==> config.mk <==
export PLATFORM = sky130hd
export DESIGN_NAME = svm_order_gen_flat
export DESIGN_NICKNAME = d
export VERILOG_FILES = /design/src/rtl/svm_order_pkg.sv /design/src/rtl/svm_order_gen_if.sv /design/src/rtl/svm_order_slot.sv /design/src/rtl/svm_order_gen.sv /design/src/flat_wrapper.sv
export SDC_FILE = /design/constraint.sdc
export NUM_CORES = 1
export LEC_CHECK = 0
export CAP_MARGIN = 20
export CORE_ASPECT_RATIO = 1.2
export CORE_MARGIN = 4
export CORE_UTILIZATION = 44
export CTS_BUF_LIST = sky130_fd_sc_hd__clkbuf_8
export DETAILED_ROUTE_END_ITERATION = 8
export GPL_ROUTABILITY_DRIVEN = 1
export PLACE_DENSITY = 0.72
export SYNTH_ARGS = -nofsm -noshare
export SYNTH_HDL_FRONTEND = slang
export SYNTH_SLANG_ARGS = --single-unit
==> constraint.sdc <==
create_clock -name clk -period 3.8 [get_ports clk]
set_clock_uncertainty 0.2 [all_clocks]
set_input_delay 0.38 -clock clk [delete_from_list [all_inputs] [get_ports clk]]
set_output_delay 0.38 -clock clk [all_outputs]
set_load 0.005 [all_outputs]
==> src/rtl/svm_order_pkg.sv <==
// svm_order_pkg: shared encodings for the SVM order generator.
// Position states, order side/quantity codes and the order payload struct.
package svm_order_pkg;

    typedef enum logic [1:0] {
        POS_FLAT  = 2'b00,
        POS_LONG  = 2'b01,
        POS_SHORT = 2'b10
    } pos_state_e;

    localparam int QTY_WIDTH = 2;

    localparam logic SIDE_BUY  = 1'b1;
    localparam logic SIDE_SELL = 1'b0;

    localparam logic [QTY_WIDTH-1:0] QTY_SINGLE  = 2'd1;
    localparam logic [QTY_WIDTH-1:0] QTY_REVERSE = 2'd2;

    // Two's-complement position values reported alongside the state.
    localparam logic [1:0] POSITION_FLAT  = 2'b00;
    localparam logic [1:0] POSITION_LONG  = 2'b01;
    localparam logic [1:0] POSITION_SHORT = 2'b11;

    typedef struct packed {
        logic                 side;
        logic [QTY_WIDTH-1:0] qty;
    } order_t;

    // Maps a position state to its signed -1/0/+1 value.
    function automatic logic [1:0] positionOf(input pos_state_e state);
        case (state)
            POS_LONG:  return POSITION_LONG;
            POS_SHORT: return POSITION_SHORT;
            default:   return POSITION_FLAT;
        endcase
    endfunction

endpackage

==> src/rtl/svm_order_gen_if.sv <==
// svm_order_gen_if: valid/ready order bus toward the order-entry/risk stage.
// The master drives the order, the slave returns ready.
interface svm_order_gen_if;
    import svm_order_pkg::*;

    logic                 order_valid;
    logic                 order_ready;
    logic                 order_side;
    logic [QTY_WIDTH-1:0] order_qty;

    modport master (
        output order_valid,
        output order_side,
        output order_qty,
        input  order_ready
    );

    modport slave (
        input  order_valid,
        input  order_side,
        input  order_qty,
        output order_ready
    );

endinterface

==> src/rtl/svm_order_slot.sv <==
// svm_order_slot: one-entry valid/ready holding register for {side, qty}.
// A load while the current order is being accepted refills the slot with no
// bubble; the caller only loads when free_o is high.
module svm_order_slot
    import svm_order_pkg::*;
(
    input  logic   clk,
    input  logic   rst,
    input  logic   load_i,
    input  order_t order_i,
    output logic   free_o,
    svm_order_gen_if.master bus
);

    logic   valid_q, valid_d;
    order_t order_q, order_d;

    assign free_o = !valid_q || bus.order_ready;

    // Next-state: load wins, otherwise an accepted order empties the slot.
    always_comb begin
        valid_d = valid_q;
        order_d = order_q;
        if (load_i) begin
            valid_d = 1'b1;
            order_d = order_i;
        end else if (valid_q && bus.order_ready) begin
            valid_d = 1'b0;
        end
    end

    // Slot register; reset drops any pending order without a handshake.
    always_ff @(posedge clk) begin
        if (rst) begin
            valid_q <= 1'b0;
            order_q <= '0;
        end else begin
            valid_q <= valid_d;
            order_q <= order_d;
        end
    end

    assign bus.order_valid = valid_q;
    assign bus.order_side  = order_q.side;
    assign bus.order_qty   = order_q.qty;

endmodule

==> src/rtl/svm_order_gen.sv <==
// svm_order_gen: turns SVM decision samples into trade orders.
// Hysteresis thresholds pick the order, a FLAT/LONG/SHORT state machine
// tracks position, a cooldown rate-limits trading and enable=0 flattens.
// Optional macro SVM_PRED_CHECK_EN: drop samples whose prediction bit
// disagrees with the sign of the decision value.
module svm_order_gen
    import svm_order_pkg::*;
#(
    parameter int DATA_WIDTH      = 16,
    parameter int COOLDOWN_CYCLES = 32,
    parameter int CNT_WIDTH       = 16
) (
    input  logic                         clk,
    input  logic                         rst,
    input  logic                         svm_valid,
    input  logic signed [DATA_WIDTH-1:0] svm_decision,
    input  logic                         svm_pred,
    input  logic        [DATA_WIDTH-2:0] thresh_enter,
    input  logic        [DATA_WIDTH-2:0] thresh_exit,
    input  logic                         enable,
    svm_order_gen_if.master              orderBus,
    output logic        [1:0]            position,
    output logic        [1:0]            pos_state,
    output logic        [CNT_WIDTH-1:0]  drop_count
);

    localparam logic [CNT_WIDTH-1:0] COOLDOWN_LOAD = CNT_WIDTH'(COOLDOWN_CYCLES);

    pos_state_e           posState_q, posState_d;
    logic [1:0]           position_q;
    logic [CNT_WIDTH-1:0] cooldown_q, cooldown_d;
    logic [CNT_WIDTH-1:0] dropCount_q, dropCount_d;

    logic   slotFree;
    logic   genOrder;
    order_t genPayload;

    // One extra bit keeps negated thresholds and extreme decisions exact.
    logic signed [DATA_WIDTH:0] decisionExt;
    logic signed [DATA_WIDTH:0] enterPos, enterNeg, exitPos, exitNeg;
    logic geEnter, leNegEnter, ltExit, gtNegExit;

    logic predConsistent;
    logic eligible;
    logic killFlatten;
    logic sampleTaken;
    logic dropEvent;

    assign decisionExt = {svm_decision[DATA_WIDTH-1], svm_decision};
    assign enterPos    = {2'b00, thresh_enter};
    assign exitPos     = {2'b00, thresh_exit};
    assign enterNeg    = -enterPos;
    assign exitNeg     = -exitPos;

    assign geEnter    = decisionExt >= enterPos;
    assign leNegEnter = decisionExt <= enterNeg;
    assign ltExit     = decisionExt <  exitPos;
    assign gtNegExit  = decisionExt >  exitNeg;

`ifdef SVM_PRED_CHECK_EN
    assign predConsistent = (svm_pred == !svm_decision[DATA_WIDTH-1]);
`else
    logic unusedPred;
    assign unusedPred     = svm_pred;
    assign predConsistent = 1'b1;
`endif

    assign eligible    = slotFree && (cooldown_q == '0) && enable;
    assign killFlatten = !enable && (posState_q != POS_FLAT) && slotFree;
    assign sampleTaken = svm_valid && eligible && predConsistent;
    assign dropEvent   = svm_valid && !(eligible && predConsistent);

    // Order selection: kill-switch flatten first, then the hysteresis table.
    always_comb begin
        posState_d      = posState_q;
        genOrder        = 1'b0;
        genPayload.side = SIDE_SELL;
        genPayload.qty  = QTY_SINGLE;
        if (killFlatten) begin
            genOrder        = 1'b1;
            genPayload.side = (posState_q == POS_LONG) ? SIDE_SELL : SIDE_BUY;
            genPayload.qty  = QTY_SINGLE;
            posState_d      = POS_FLAT;
        end else if (sampleTaken) begin
            case (posState_q)
                POS_FLAT: begin
                    if (geEnter) begin
                        genOrder        = 1'b1;
                        genPayload.side = SIDE_BUY;
                        posState_d      = POS_LONG;
                    end else if (leNegEnter) begin
                        genOrder        = 1'b1;
                        genPayload.side = SIDE_SELL;
                        posState_d      = POS_SHORT;
                    end
                end
                POS_LONG: begin
                    if (leNegEnter) begin
                        genOrder        = 1'b1;
                        genPayload.side = SIDE_SELL;
                        genPayload.qty  = QTY_REVERSE;
                        posState_d      = POS_SHORT;
                    end else if (ltExit) begin
                        genOrder        = 1'b1;
                        genPayload.side = SIDE_SELL;
                        posState_d      = POS_FLAT;
                    end
                end
                POS_SHORT: begin
                    if (geEnter) begin
                        genOrder        = 1'b1;
                        genPayload.side = SIDE_BUY;
                        genPayload.qty  = QTY_REVERSE;
                        posState_d      = POS_LONG;
                    end else if (gtNegExit) begin
                        genOrder        = 1'b1;
                        genPayload.side = SIDE_BUY;
                        posState_d      = POS_FLAT;
                    end
                end
                default: posState_d = POS_FLAT;
            endcase
        end
    end

    // Cooldown reloads on every generated order and otherwise counts down.
    always_comb begin
        cooldown_d = cooldown_q;
        if (genOrder) begin
            cooldown_d = COOLDOWN_LOAD;
        end else if (cooldown_q != '0) begin
            cooldown_d = cooldown_q - CNT_WIDTH'(1);
        end
    end

    // Ignored samples are counted, saturating at all-ones.
    always_comb begin
        dropCount_d = dropCount_q;
        if (dropEvent && (dropCount_q != '1)) begin
            dropCount_d = dropCount_q + CNT_WIDTH'(1);
        end
    end

    // Position state machine; position updates optimistically at generation.
    always_ff @(posedge clk) begin
        if (rst) begin
            posState_q <= POS_FLAT;
            position_q <= POSITION_FLAT;
        end else begin
            posState_q <= posState_d;
            position_q <= positionOf(posState_d);
        end
    end

    // Cooldown and drop counters.
    always_ff @(posedge clk) begin
        if (rst) begin
            cooldown_q  <= '0;
            dropCount_q <= '0;
        end else begin
            cooldown_q  <= cooldown_d;
            dropCount_q <= dropCount_d;
        end
    end

    svm_order_slot u_slot (
        .clk     (clk),
        .rst     (rst),
        .load_i  (genOrder),
        .order_i (genPayload),
        .free_o  (slotFree),
        .bus     (orderBus)
    );

    assign position   = position_q;
    assign pos_state  = posState_q;
    assign drop_count = dropCount_q;

endmodule

==> src/flat_wrapper.sv <==
// flat-port wrapper written by rule: the top's interface ports become plain ports
module svm_order_gen_flat import svm_order_pkg::*;
#(
    parameter int DATA_WIDTH      = 16,
    parameter int COOLDOWN_CYCLES = 32,
    parameter int CNT_WIDTH       = 16
)
  (clk, rst, svm_valid, svm_decision, svm_pred, thresh_enter, thresh_exit, enable, position, pos_state, drop_count, orderBus_order_valid, orderBus_order_side, orderBus_order_qty, orderBus_order_ready);
  svm_order_gen_if orderBus_i ();
  input  logic clk;
  input  logic rst;
  input  logic svm_valid;
  input  logic signed [DATA_WIDTH-1:0] svm_decision;
  input  logic svm_pred;
  input  logic        [DATA_WIDTH-2:0] thresh_enter;
  input  logic        [DATA_WIDTH-2:0] thresh_exit;
  input  logic enable;
  output logic        [1:0] position;
  output logic        [1:0] pos_state;
  output logic        [CNT_WIDTH-1:0] drop_count;
  output wire logic [$bits(orderBus_i.order_valid)-1:0] orderBus_order_valid;
  output wire logic [$bits(orderBus_i.order_side)-1:0] orderBus_order_side;
  output wire logic [$bits(orderBus_i.order_qty)-1:0] orderBus_order_qty;
  input wire logic [$bits(orderBus_i.order_ready)-1:0] orderBus_order_ready;
  assign orderBus_order_valid = orderBus_i.order_valid;
  assign orderBus_order_side = orderBus_i.order_side;
  assign orderBus_order_qty = orderBus_i.order_qty;
  assign orderBus_i.order_ready = orderBus_order_ready;
  svm_order_gen #(.DATA_WIDTH(DATA_WIDTH), .COOLDOWN_CYCLES(COOLDOWN_CYCLES), .CNT_WIDTH(CNT_WIDTH)) u_core (.clk(clk), .rst(rst), .svm_valid(svm_valid), .svm_decision(svm_decision), .svm_pred(svm_pred), .thresh_enter(thresh_enter), .thresh_exit(thresh_exit), .enable(enable), .orderBus(orderBus_i), .position(position), .pos_state(pos_state), .drop_count(drop_count));
endmodule
=== Word-level counts from Yosys, hierarchy flattened ===
Cells that the tools add are included.

* Add/sub/neg operators: 4
* Order comparisons: 4
* Equal/unequal tests: 5
* Muxes and demuxes: 31
* Reduce and logical (&&, ||, !) cells: 19

{| class="wikitable"
|+ Operator list
! cell !! number
|-
| 15-bit negator with 17-bit output || 2
|-
| 2-bit two-way mux || 10
|-
| 16-bit by 17-bit > comparator with 1-bit output || 1
|-
| 16-bit by 17-bit less-or-equal comparator with 1-bit output || 1
|-
| 16-bit by 1-bit adder with 16-bit output (second input constant) || 1
|-
| 16-bit greater-or-equal comparator || 1
|-
| 16-bit logical NOT || 1
|-
| 16-bit < comparator || 1
|-
| 16-bit inequality test (second input constant) || 1
|-
| 16-bit nonzero test || 1
|-
| 16-bit by 1-bit subtractor with 16-bit output (second input constant) || 1
|-
| 1-bit two-way mux || 12
|-
| 6-bit two-way mux || 2
|-
| 1-bit logical AND || 8
|-
| 2-bit case mux with 2 select lines || 2
|-
| 3-bit two-way mux || 2
|-
| 2-bit case mux with 3 select lines || 1
|-
| 2-bit nonzero test || 3
|-
| 2-bit by 1-bit == test with 1-bit output (second input constant) || 2
|-
| 2-bit == test (second input constant) || 2
|-
| 1-bit logical NOT || 3
|-
| 1-bit case mux with 3 select lines || 1
|-
| 2-bit logical NOT || 1
|-
| 1-bit case mux with 2 select lines || 1
|-
| other kinds (2) || 2
|}

* Bits in registers: 40
* Word-level logic and storage cells: 71

=== Logic depth before layout (Yosys ltp) ===
Gate-level depths: netlist of the first run.

* Depth in word-level cells: 9
* Depth in mapped cells: 18
* Mapped depth without buffers: 18

=== Modules after synthesis ===
A second synthesis of the first run with hierarchy kept.

* Cells, all modules: 504
* Area, all modules: 3967.6 um2

{| class="wikitable"
|+ By module, submodules not included
! module !! instances !! cells an instance !! area an instance (um2) !! seq. area each (um2)
|-
| svm_order_gen || 1 || 491 || 3831.2 || 720.7
|-
| svm_order_slot || 1 || 13 || 136.4 || 80.1
|}

=== Least setup slack after synthesis of the first run ===
No wires, ideal clock.

* Kind: input to register
* From: in thresh_enter[2]
* To: reg u_core.position_q[0], in the netlist u_core.position[0]
* Setup time: 67 ps
* Data arrival time: 3497 ps
* Required time: 3533 ps
* Path slack: 37 ps
* Cell stages on the path: 16
* Buffers on the path: 0
* Cells stage by stage: nor4_1 > and4_1 > and3_1 > and3_1 > nand3_1 > xnor2_1 > ha_1 > nand3_1 > nor4_1 > a31oi_1 > and2_1 > a311o_1 > nand2_1 > a21o_1 > ha_1 > nor2_1

* Longest elaborated chain between the ends: 9
* Elaborated cells on any way between the ends: 13
* Classes of those cells: 1 x add/sub; 2 x order compare; 2 x eq/ne; 8 x mux

{| class="wikitable"
|+ RTL lines
! what !! line !! text
|-
| from (decl) || flat_wrapper.sv:15 || <nowiki>input logic [DATA_WIDTH-2:0] thresh_enter;</nowiki>
|-
| 15-bit negator with 17-bit output || svm_order_gen.sv:52 || <nowiki>assign enterNeg = -enterPos;</nowiki>
|-
| 16-bit by 17-bit less-or-equal comparator with 1-bit output || svm_order_gen.sv:56 || <nowiki>assign leNegEnter = decisionExt <= enterNeg;</nowiki>
|-
| 2-bit two-way mux || svm_order_gen.sv:91 || <nowiki>end else if (leNegEnter) begin</nowiki>
|-
| 2-bit two-way mux || svm_order_gen.sv:87 || <nowiki>if (geEnter) begin</nowiki>
|-
| 2-bit case mux with 3 select lines * || svm_order_gen.sv:85 || <nowiki>case (posState_q)</nowiki>
|-
| 2-bit two-way mux * || svm_order_gen.sv:84 || <nowiki>end else if (sampleTaken) begin</nowiki>
|-
| 2-bit two-way mux * || svm_order_gen.sv:79 || <nowiki>if (killFlatten) begin</nowiki>
|-
| 2-bit == test or 2-bit by 1-bit == test with 1-bit output (tied branches) || svm_order_pkg.sv:31 || <nowiki>case (state)</nowiki>
|-
| 2-bit case mux with 2 select lines * || svm_order_pkg.sv:31 ||
|-
| to (signal assigned) || svm_order_gen.sv:151 || <nowiki>position_q <= positionOf(posState_d);</nowiki>
|-
| to (decl) || svm_order_gen.sv:30 || <nowiki>logic [1:0] position_q;</nowiki>
|}

Every way passes the cells marked *; elsewhere a longest branch is shown, timed or not.
A chain may end at the register's enable or synchronous reset.

=== Worst setup path in the final report of the first run ===
* From: in thresh_exit[6]
* To: reg u_core.u_slot.order_q (netlist bit u_core.u_slot.bus.order_side)

* Longest elaborated chain between the ends: 7
* Elaborated cells on any way between the ends: 13
* Classes of those cells: 1 x add/sub; 2 x order compare; 10 x mux

{| class="wikitable"
|+ RTL lines
! what !! line !! text
|-
| from (decl) || flat_wrapper.sv:16 || <nowiki>input logic [DATA_WIDTH-2:0] thresh_exit;</nowiki>
|-
| 15-bit negator with 17-bit output || svm_order_gen.sv:53 || <nowiki>assign exitNeg = -exitPos;</nowiki>
|-
| 16-bit by 17-bit > comparator with 1-bit output || svm_order_gen.sv:58 || <nowiki>assign gtNegExit = decisionExt > exitNeg;</nowiki>
|-
| 1-bit two-way mux || svm_order_gen.sv:115 || <nowiki>end else if (gtNegExit) begin</nowiki>
|-
| 1-bit two-way mux || svm_order_gen.sv:110 || <nowiki>if (geEnter) begin</nowiki>
|-
| 1-bit case mux with 3 select lines or 1-bit case mux with 2 select lines (tied branches) || svm_order_gen.sv:85 ||
|-
| 1-bit two-way mux or 3-bit two-way mux (tied branches) || svm_order_gen.sv:84 ||
|-
| 1-bit two-way mux or 3-bit two-way mux (tied branches) || svm_order_gen.sv:79 ||
|-
| to (signal assigned) || svm_order_slot.sv:39 || <nowiki>order_q <= order_d;</nowiki>
|-
| to (decl) || svm_order_slot.sv:16 || <nowiki>order_t order_q, order_d;</nowiki>
|}

Parallel ways exist; a longest one is shown, timed or not.

==> results of run 1 <==
## synthesized netlist by cell type (2+ instances only)
library cell	number
ha_1	71
nor2_1	57
inv_1	50
dfxtp_1	40
a21oi_1	39
xnor2_1	38
nand2_1	24
o21ai_0	20
nand4_1	19
nand3_1	18
nor3_1	14
or3_1	10
nor4_1	9
a21o_1	7
and3_1	6
nand2b_1	6
nor2b_1	6
xor2_1	6
a31oi_1	5
and2_1	4
o31ai_1	4
a211o_1	3
a211oi_1	3
and4_1	3
clkbuf_1	3
mux2i_1	3
nor3b_1	3
o211ai_1	3
o21a_1	2
o22ai_1	2
## what timing repair did
item | in CTS | in global routing
resized for setup | 50 | 81
pin swaps | 23 | 46
setup buffers | 24 | 8
cloned | 1 | 0
setup endpoints to repair | 24 | 24
## kinds of logic (layout without fill, tap and decap cells)
kind of cell,Yosys count,count (layout)
mux,3,3
xor+xnor,44,44
buf+inv,54,225
compound gates,100,100
flops,40,40
simple gates,189,190
fa+ha+maj,71,71
## sequential cells by signal, indices dropped and copies added, names as in the netlist
| name | count |
|---|---|
| u_core.cooldown_q | 16 |
| u_core.drop_count | 16 |
| u_core.pos_state | 2 |
| u_core.position | 2 |
| u_core.u_slot.bus.order_qty | 2 |
| u_core.u_slot.bus.order_side | 1 |
| u_core.u_slot.bus.order_valid | 1 |
## per-stage QoR
step           total power [uW]  hold slack, ps  setup slack, ps  cells
2_1_floorplan              1150             246             36.6    501
3_3_place_gp               1380             253             -618    749
3_5_place_dp               1410             260             -725    749
4_1_cts                    1750             279            -21.0    782
5_1_grt                    1990             315             -163    790
6_report                   1840             283             31.3    790
## layer usage
metal	track usage [%]	wire length, um
met3	3.78	696
met4	9.54	473
met1	24.1	4710
met2	40.8	6210
met5	0	0
## tightest hold or removal path, cell delays in order (launching register included)
cell and delay, ps:
dfxtp_1 330, nand2_2 70, a21oi_2 50
## how the worst max path moves through the flow
| stage | start | to | slack [ps] | cells past startpoint |
|---|---|---|---|---|
| detailed placement | thresh_exit[2] | u_core.position[0]$_SDFF_PP0_ | -730 | 20 |
| global placement | thresh_exit[4] | u_core.position[0]$_SDFF_PP0_ | -620 | 19 |
| floorplan | thresh_enter[2] | u_core.position[0]$_SDFF_PP0_ | 40 | 16 |
| CTS | thresh_enter[5] | u_core.position[0]$_SDFF_PP0_ | -20 | 18 |
| global route | thresh_exit[4] | u_core.u_slot.bus.order_side$_SDFFE_PP0P_ | -160 | 21 |
| finish | thresh_exit[6] | u_core.u_slot.bus.order_side$_SDFFE_PP0P_ | 30 | 19 |
## final cells by class
type	count	area, um^2
repair buffers	167	1440
fillers	670	2680
inverters	50	195
clock inverters	2	7.51
multi-input cells	408	3310
well taps	117	146
flip-flops and latches	40	801
clock buffers	6	82.6
## where the power goes
group          internal (uW)  switching [uW]  leakage [uW]
sequential               492            65.3      0.000325
clock                    143             139     0.0000538
combinational            488             510       0.00218
total                   1120             714       0.00255
==> flow_summary.yaml, run 1 <==
synth:
  synth_area_leaders: "ha_1 23%, dfxtp_1 20%, xnor2_1 8.5%, nor2_1 5.4%, a21oi_1 5.0%"
  async_reset_ff_share_pct: 0
  ys_warn_count: 0
  synth_area_um2: 3930
  syn_area_per_cell_um2: 7.84
  ys_types: 53
  ys.flop_type: "dfxtp_1"
  synth_enable_flop_cells: 0
  synth_compound_area_share_pct: 15.7
  yosysSeqAreaShare_pct: 20.4
  synth_mux_area_share_pct: 0.764
  synth_top_family_by_area: "simple AND/OR/NAND/NOR gates"
  synthCells: 501
  synth_top_area_share_pct: 22.6
  synth_xor_area_share_pct: 9.81
  ys_ff_latch: 40
  synth-simple-area-share_pct: 25.4
  syn_nets: 624
  yosys.area.top_type: "ha_1"
  synthAdderAreaFrac_pct: 22.6
placed_design:
  place_area_um2: 5250
  globalplace.congestion: 0.913
  dp_hpwl_um: 8680
  io_buffer_count: 74
layout:
  num-nets-final: 795
  mostFrequentLayoutCells: "92 x buf_4, 68 x ha_1, 62 x clkdlybuf4s50_1, 47 x inv_1, 40 x dfxtp_1"
  drive_gt1_share_pct: 26.9
  antennaDiodeCount: 0
  area_growth_pct: 52.2
  fin_area_um2: 5980
  post-route-util_pct: 69.1
  layout_commonest_cell: "buf_4"
die:
  die_w_um: 94.3
  coreArea_um2: 8660
  start_util_pct: 45.4
  ios: 76
  num_rows: 37
  dieHeight_um: 112
  dieArea_um2: 10500
sta:
  slew_viol_final: 0
  hold_viol: 0
  min_period_ps: 3770
  slew_headroom_pct: 40.6
  max_freq_ghz: 0.265
  min_period_over_period_pct: 99.2
  setup_tns_ps: 0
  setup_violations: 0
  rsz0062_at_grt: "yes"
  worst_pin_slew_ps: 887
worst_hold_path:
  hp-start: "u_core.u_slot.bus.order_qty[1]$_SDFFE_PP0P_"
  hold_depth: 2
  min_to: "u_core.u_slot.bus.order_qty[1]$_SDFFE_PP0P_"
  hold_path.class: "reg2reg"
clock_tree:
  cts_tree: "done"
  cts-root-buf: "clkbuf_8"
  cts_sinks: 40
  cts-hold-fix-buffers: 0
  cts_buffers: 5
  clk_pin_slew_worst_paths_ps: 70
  clockBufferDepth: 2
  insertion_delay_ps: 290
  htreeDepth: 2
routing:
  detail_route.vias_per_cell: 5.49
  wl_per_cell_um: 15.3
  drt_iter0_drc: 159
  drtAntennaViolNets: 0
  wl_um: 12100
  vias: 4334
  drcViolationCount: 0
  dr.pass1.iters: 4
run_status:
  status: "finished, final reports clean"
worst_setup_path:
  crit_arrival_ps: 3750
  path_delay_family: "simple AND/OR/NAND/NOR gates"
  max_stage_delay_ps: 530
  r2r_slack_ps: 550
  path_class: "in2reg"
  crit_chain: "clkdlybuf4s15_1 > or4_4 > nor2_4 > nand3_4 > buf_6 > nor2_4 > xnor2_2 > ha_1 > nand4_1 > nor4_4 > buf_4 > a21oi_2 > o21ai_2 > buf_4 > a31oi_4 > a32oi_1 > buf_4 > a31oi_1 > o21a_1"
  endpoint_kind: "flop"
  cp_num_buf_inv: 5
  reg2reg_to: "u_core.position[0]$_SDFF_PP0_"
  crit_path_max_fanout: 5
  setup.worst_path.start_class: "input pin"
  rr_worst_depth: 9
  reg2reg_from: "u_core.cooldown_q[4]$_SDFFE_PP0P_"
  cp_slowest_cell: "or4_4"
  required_ps: 3780
  worst_path_most_repeated_cell: "buf_4"
grt:
  grt_pass1_vias: 4403
  grt_pass1_wl_um: 19200
  gr-usage-all-layers_pct: 22.1
  grt_max_degree: 25
  gr-total-overflow: 0
  antenna_found_initial: 0
pwr:
  p_per_area_nw_per_um2: 307
  leakage_uw: 0.00255
  ir_drop_uv: 527
job:
  drv_cap: 0
No activity file was read; power rests on OpenSTA's default activity.
==> inputs of run 2 (changes only) <==
Settings changed: CAP_MARGIN 20 to 10, CTS_BUF_LIST sky130_fd_sc_hd__clkbuf_8 to not set.
==> run 2 against run 1 <==
Against the previous run: sequential share of layout area did not move; wire length barely moved; global-route usage did not move; clock-buffer cell count rose by 2; design area did not move; register-to-register slack barely moved; critical path depth rose by 2; non-clock buffer count did not move; sequential cell count did not move; die area did not move.
==> flow_summary.yaml, run 2 (synthesis results as in run 1) <==
worst_setup_path:
  required_ps: 3780
  setup.worst_path.start_class: "input pin"
  cp-endpoint: "u_core.u_slot.bus.order_side$_SDFFE_PP0P_"
  path_depth: 21
  rr_worst_depth: 9
  r2r_slack_ps: 550
  cp-startpoint: "thresh_exit[3]"
  reg2reg_from: "u_core.cooldown_q[4]$_SDFFE_PP0P_"
  cp_slowest_cell: "or4_4"
  reg2reg_to: "u_core.position[0]$_SDFF_PP0_"
  crit_chain: "buf_6 > inv_4 > nand4_1 > or4_4 > nor2_4 > nand3_4 > buf_6 > nor2_4 > xnor2_2 > ha_1 > nand4_1 > nor4_4 > buf_4 > a21oi_2 > o21ai_2 > buf_4 > a31oi_4 > a32oi_1 > buf_4 > a31oi_1 > o21a_1"
  crit_path_max_fanout: 5
  path_class: "in2reg"
  max_stage_delay_ps: 470
  crit_arrival_ps: 3760
  worst_path_most_repeated_cell: "buf_4"
  path_delay_family: "simple AND/OR/NAND/NOR gates"
  cp_num_buf_inv: 6
  endpoint_kind: "flop"
sta:
  rsz0062_at_grt: "yes"
  holdWs_ps: 283
  hold_viol: 0
  slew_viol_final: 0
  min_period_over_period_pct: 99.2
  slew_headroom_pct: 40.7
  max_freq_ghz: 0.265
  min_period_ps: 3770
  setup_tns_ps: 0
  setup_violations: 0
  worst_pin_slew_ps: 887
die:
  dieHeight_um: 112
  dieArea_um2: 10500
  ios: 76
  start_util_pct: 45.4
  coreArea_um2: 8660
  num_rows: 37
  die_w_um: 94.3
clock_tree:
  cts_sinks: 40
  htreeDepth: 2
  clockBufferDepth: 2
  insertion_delay_ps: 290
  cts-root-buf: "clkbuf_8"
  cts_tree: "done"
  cts_buffers: 5
  clk_pin_slew_worst_paths_ps: 70
layout:
  layout_commonest_cell: "buf_4"
  drive_gt1_share_pct: 26.9
  area_growth_pct: 52.2
  post-route-util_pct: 69.1
  mostFrequentLayoutCells: "92 x buf_4, 68 x ha_1, 62 x clkdlybuf4s50_1, 45 x inv_1, 40 x dfxtp_1"
  multi_input_area_um2: 3310
  num-nets-final: 795
  instances_no_fill: 790
  fillers: 670
  antennaDiodeCount: 0
  seq_area_um2: 801
pwr:
  p_sw_share_pct: 38.7
  p_switching_uw: 713
  intPower_uw: 1130
  pwr-share-seq_pct: 30.3
  ir_drop_uv: 531
  leakage_uw: 0.00255
  p_total_uw: 1840
  p_per_area_nw_per_um2: 308
  power.share.clock_pct: 15.5
  p_comb_share_pct: 54.2
run_status:
  status: "finished, final reports clean"
grt:
  gr-usage-all-layers_pct: 22.1
  antenna_found_initial: 0
  gr-total-overflow: 0
  grt_pass1_wl_um: 19200
  grt_max_degree: 25
  grt_pass1_vias: 4401
routing:
  drcViolationCount: 0
  vias: 4322
  drtAntennaViolNets: 0
  wl_per_cell_um: 15.3
  wl_um: 12100
  detail_route.vias_per_cell: 5.47
  dr.pass1.iters: 4
  drt_iter0_drc: 158
worst_hold_path:
  hold_path.class: "reg2reg"
  hold_depth: 2
placed_design:
  globalplace.congestion: 0.913
  dp_hpwl_um: 8680
  placedCellCount: 749
  io_buffer_count: 74
job:
  drv_cap: 0
==> run 2: cell count changes in the layout (fill, tap and decap cells not counted) <==
| cell | previous run | this run |
|---|---|---|
| clkbuf_1 | 0 | 2 |
| inv_1 | 47 | 45 |
==> run 2: layer usage <==
layer / part of all wire (%) / wire (um) / GRT usage (%)
met4: 3.8 / 463 / 9.54
met1: 39 / 4740 / 24.1
met5: 0 / 0 / 0
met2: 51 / 6220 / 40.8
met3: 5.6 / 674 / 3.78
==> run 2: worst reg2reg max path: stages, from the launching register on <==
cell and delay [ps]:
dfxtp_1 350, or4_4 570, or4b_4 550, nor3_4 350
nand4_4 230, nor2_1 230, nand2_1 110, a21o_1 190
ha_2 300, nor2_1 40
==> run 2: layout make-up <==
class                   instances  area share (%)
multi-input cells             408            55.4
repair buffers                167            24.0
clock buffers                   8            1.51
flip-flops and latches         40            13.4
well taps                     117            2.45
inverters                      50            3.26
==> run 2: power groups by stage <==
stage               Combinational [uW]  Sequential [uW]  Clock (uW)
finish                             998              558         286
floorplan                          597              552           0
detailed placement                 848              564           0
global route                      1110              568         308
global placement                   825              559           0
CTS                                903              556         294
==> run 2: per-stage QoR <==
step | instance area [um^2] | worst slack [ps]
4_1_cts | 5700 | -21.4
3_3_place_gp | 5250 | -618
3_5_place_dp | 5250 | -725
5_1_grt | 5980 | -163
2_1_floorplan | 3930 | 36.6
6_report | 5980 | 29.1
==> run 2: timing repair <==
item                                    in CTS  in global routing
endpoints found under the setup margin      24                 24
hold buffers                                 0                  0
buffers inserted                            24                  8
pin swaps                                   21                 48
cloned                                       1                  0
resized for setup                           50                 81
==> run 2: how the worst min path moves through the flow <==
stage                                                      startpoint                                          end
final                     u_core.u_slot.bus.order_qty[1]$_SDFFE_PP0P_  u_core.u_slot.bus.order_qty[1]$_SDFFE_PP0P_
after floorplan           u_core.u_slot.bus.order_qty[1]$_SDFFE_PP0P_  u_core.u_slot.bus.order_qty[1]$_SDFFE_PP0P_
after global routing      u_core.u_slot.bus.order_qty[1]$_SDFFE_PP0P_  u_core.u_slot.bus.order_qty[1]$_SDFFE_PP0P_
after global placement    u_core.u_slot.bus.order_qty[1]$_SDFFE_PP0P_  u_core.u_slot.bus.order_qty[1]$_SDFFE_PP0P_
after detailed placement  u_core.u_slot.bus.order_qty[1]$_SDFFE_PP0P_  u_core.u_slot.bus.order_qty[1]$_SDFFE_PP0P_
after CTS                 u_core.u_slot.bus.order_qty[1]$_SDFFE_PP0P_  u_core.u_slot.bus.order_qty[1]$_SDFFE_PP0P_
==> patch, RTL diff (flow settings as in run 1) <==
Add a define of `SVM_PRED_CHECK_EN`.
--- a/src/rtl/svm_order_gen.sv
+++ b/src/rtl/svm_order_gen.sv
@@ -3,6 +3,8 @@
 // tracks position, a cooldown rate-limits trading and enable=0 flattens.
 // Optional macro SVM_PRED_CHECK_EN: drop samples whose prediction bit
 // disagrees with the sign of the decision value.
+`define SVM_PRED_CHECK_EN
+
 module svm_order_gen
     import svm_order_pkg::*;
 #(
Behaviour: not the same (Yosys sat finds a counterexample within 4 cycles, from zero or initial values and one cycle with rst high).
==> patch against run 1 <==
The flow now finishes with violations (setup timing). Sequential cell count is the same. First-iteration DRC count is 19% higher. Worst setup slack worse by 0.23 ns. Critical endpoint is now u_core.cooldown_q[6]$_SDFFE_PP0P_. Synthesized area rose by 0.32%. Utilization increased by 0.81 points. Design area grew 1.2%. Count of clock-buffer cells in the layout is 1 lower. Routed wire length decreased by 4.3%. Power increased by 0.75%.
==> patch: results (changes against run 1) <==
stage	metric	value	unit	change
outcome	outcome	complete, but fails checks		was completed
outcome	failed_checks	setup timing		
global_route	grt_pass1_wl	18800	microns	was 19,200 microns
min_path	hold_end	u_core.cooldown_q[6]$_SDFFE_PP0P_		was u_core.u_slot.bus.order_qty[1]$_SDFFE_PP0P_
placed_design	hpwl	8800	microns	was 8680 microns
yosys	synth_area_leaders	ha_1, dfxtp_1, xnor2_1		unchanged
yosys	muxShareOfSynthArea	0.00254		was 0.00764
yosys	syn_nets	627		was 624
min_path	worstHoldStart	u_core.cooldown_q[6]$_SDFFE_PP0P_		was u_core.u_slot.bus.order_qty[1]$_SDFFE_PP0P_
placed_design	dp.cells	763		was 749
yosys	synthAdderAreaFrac	0.225		was 0.226
detailed_routing	wl_met1	4980	microns	was 4710 microns
global_route	met2_usage	0.389		was 0.408
critical_path	slowest_delay	0.51	ns	was 0.53 ns
sta	setup_violations	19		was 0
placed_design	portBuffers	75		was 74
yosys	syn-mean-instance-area	7.82	sq um	was 7.84 sq um
yosys	synth_cell_types	54		was 53
global_route	grt_util_met3	0.0311		was 0.0378
sta	fin_ws	-0.200	ns	was 0.0313 ns
critical_path	crit_path_top_delay_cell	clkdlybuf4s50_1		was or4_4
yosys	synth_compound_area_frac	0.161		was 0.157
critical_path	rrSetupSlack	0.40	ns	was 0.55 ns
sta	slew_headroom	0.400		was 0.406
layout	final.fill_count	671		was 670
detailed_routing	wl	11600	microns	was 12,100 microns
critical_path	r2r-start	u_core.cooldown_q[7]$_SDFFE_PP0P_		was u_core.cooldown_q[4]$_SDFFE_PP0P_
detailed_routing	met3_length	395	microns	was 696 microns
placed_design	pre_cts_ws	-0.944	ns	was -0.725 ns
clock_tree	ctsResizeCount	85		was 50
global_route	grt_use_met1	0.256		was 0.241
layout	layout.cells.non_filler	798		was 790
detailed_routing	num_vias	4270		was 4,334
detailed_routing	wl_met2	5890	microns	was 6210 microns
yosys	synthXorXnorAreaFrac	0.104		was 0.0981
placed_design	dpl_cell_area	5420	sq um	was 5250 sq um
global_route	grt_max_degree	27		was 25
detailed_routing	drt_iter0_markers	189		was 159
[patch: cell types whose count changed after synthesis, moves of 4 or more]
cell / change
nand4_1: -6
nor3_1: +7
inv_1: -5
a211oi_1: +5
a21oi_1: -4
nand2_1: +13
xor2_1: +6
nand3_1: -4
a21o_1: -4
[patch: how the worst max path moves through the flow]
stage                         start                                 to  slack [ns]  depth (start not counted)
floorplan           thresh_enter[2]  u_core.cooldown_q[7]$_SDFFE_PP0P_       -0.25                         18
global placement    thresh_enter[2]      u_core.position[0]$_SDFF_PP0_       -0.76                         20
detailed placement   thresh_exit[2]  u_core.cooldown_q[6]$_SDFFE_PP0P_       -0.94                         18
CTS                 thresh_enter[4]  u_core.cooldown_q[6]$_SDFFE_PP0P_       -0.22                         18
global route        thresh_enter[3]      u_core.position[0]$_SDFF_PP0_       -0.35                         19
finish               thresh_exit[1]  u_core.cooldown_q[6]$_SDFFE_PP0P_       -0.20                         16
[patch: area by class of cell]
type / count / area (sq um) / share of cell area
Sequential cell: 40 / 801 / 0.132
Clock inverter: 3 / 42.5 / 0.00703
Inverter: 45 / 169 / 0.0279
Timing Repair Buffer: 178 / 1540 / 0.254
Clock buffer: 5 / 68.8 / 0.0114
Tap cell: 117 / 146 / 0.0242
Multi-Input combinational cell: 410 / 3280 / 0.543
[patch: per-stage QoR]
stage / util / hold WS, ns
2_1_floorplan: - / 0.245
3_3_place_gp: 0.626 / 0.259
3_5_place_dp: 0.626 / 0.278
4_1_cts: 0.685 / 0.298
5_1_grt: 0.699 / 0.323
6_report: 0.699 / 0.297
[patch: where the power goes]
group,internal [mW],leakage (nW),switching (mW),total [mW]
Combinational,0.461,2.23,0.472,0.933
Sequential,0.501,0.325,0.0728,0.574
Clock,0.194,0.0541,0.151,0.345
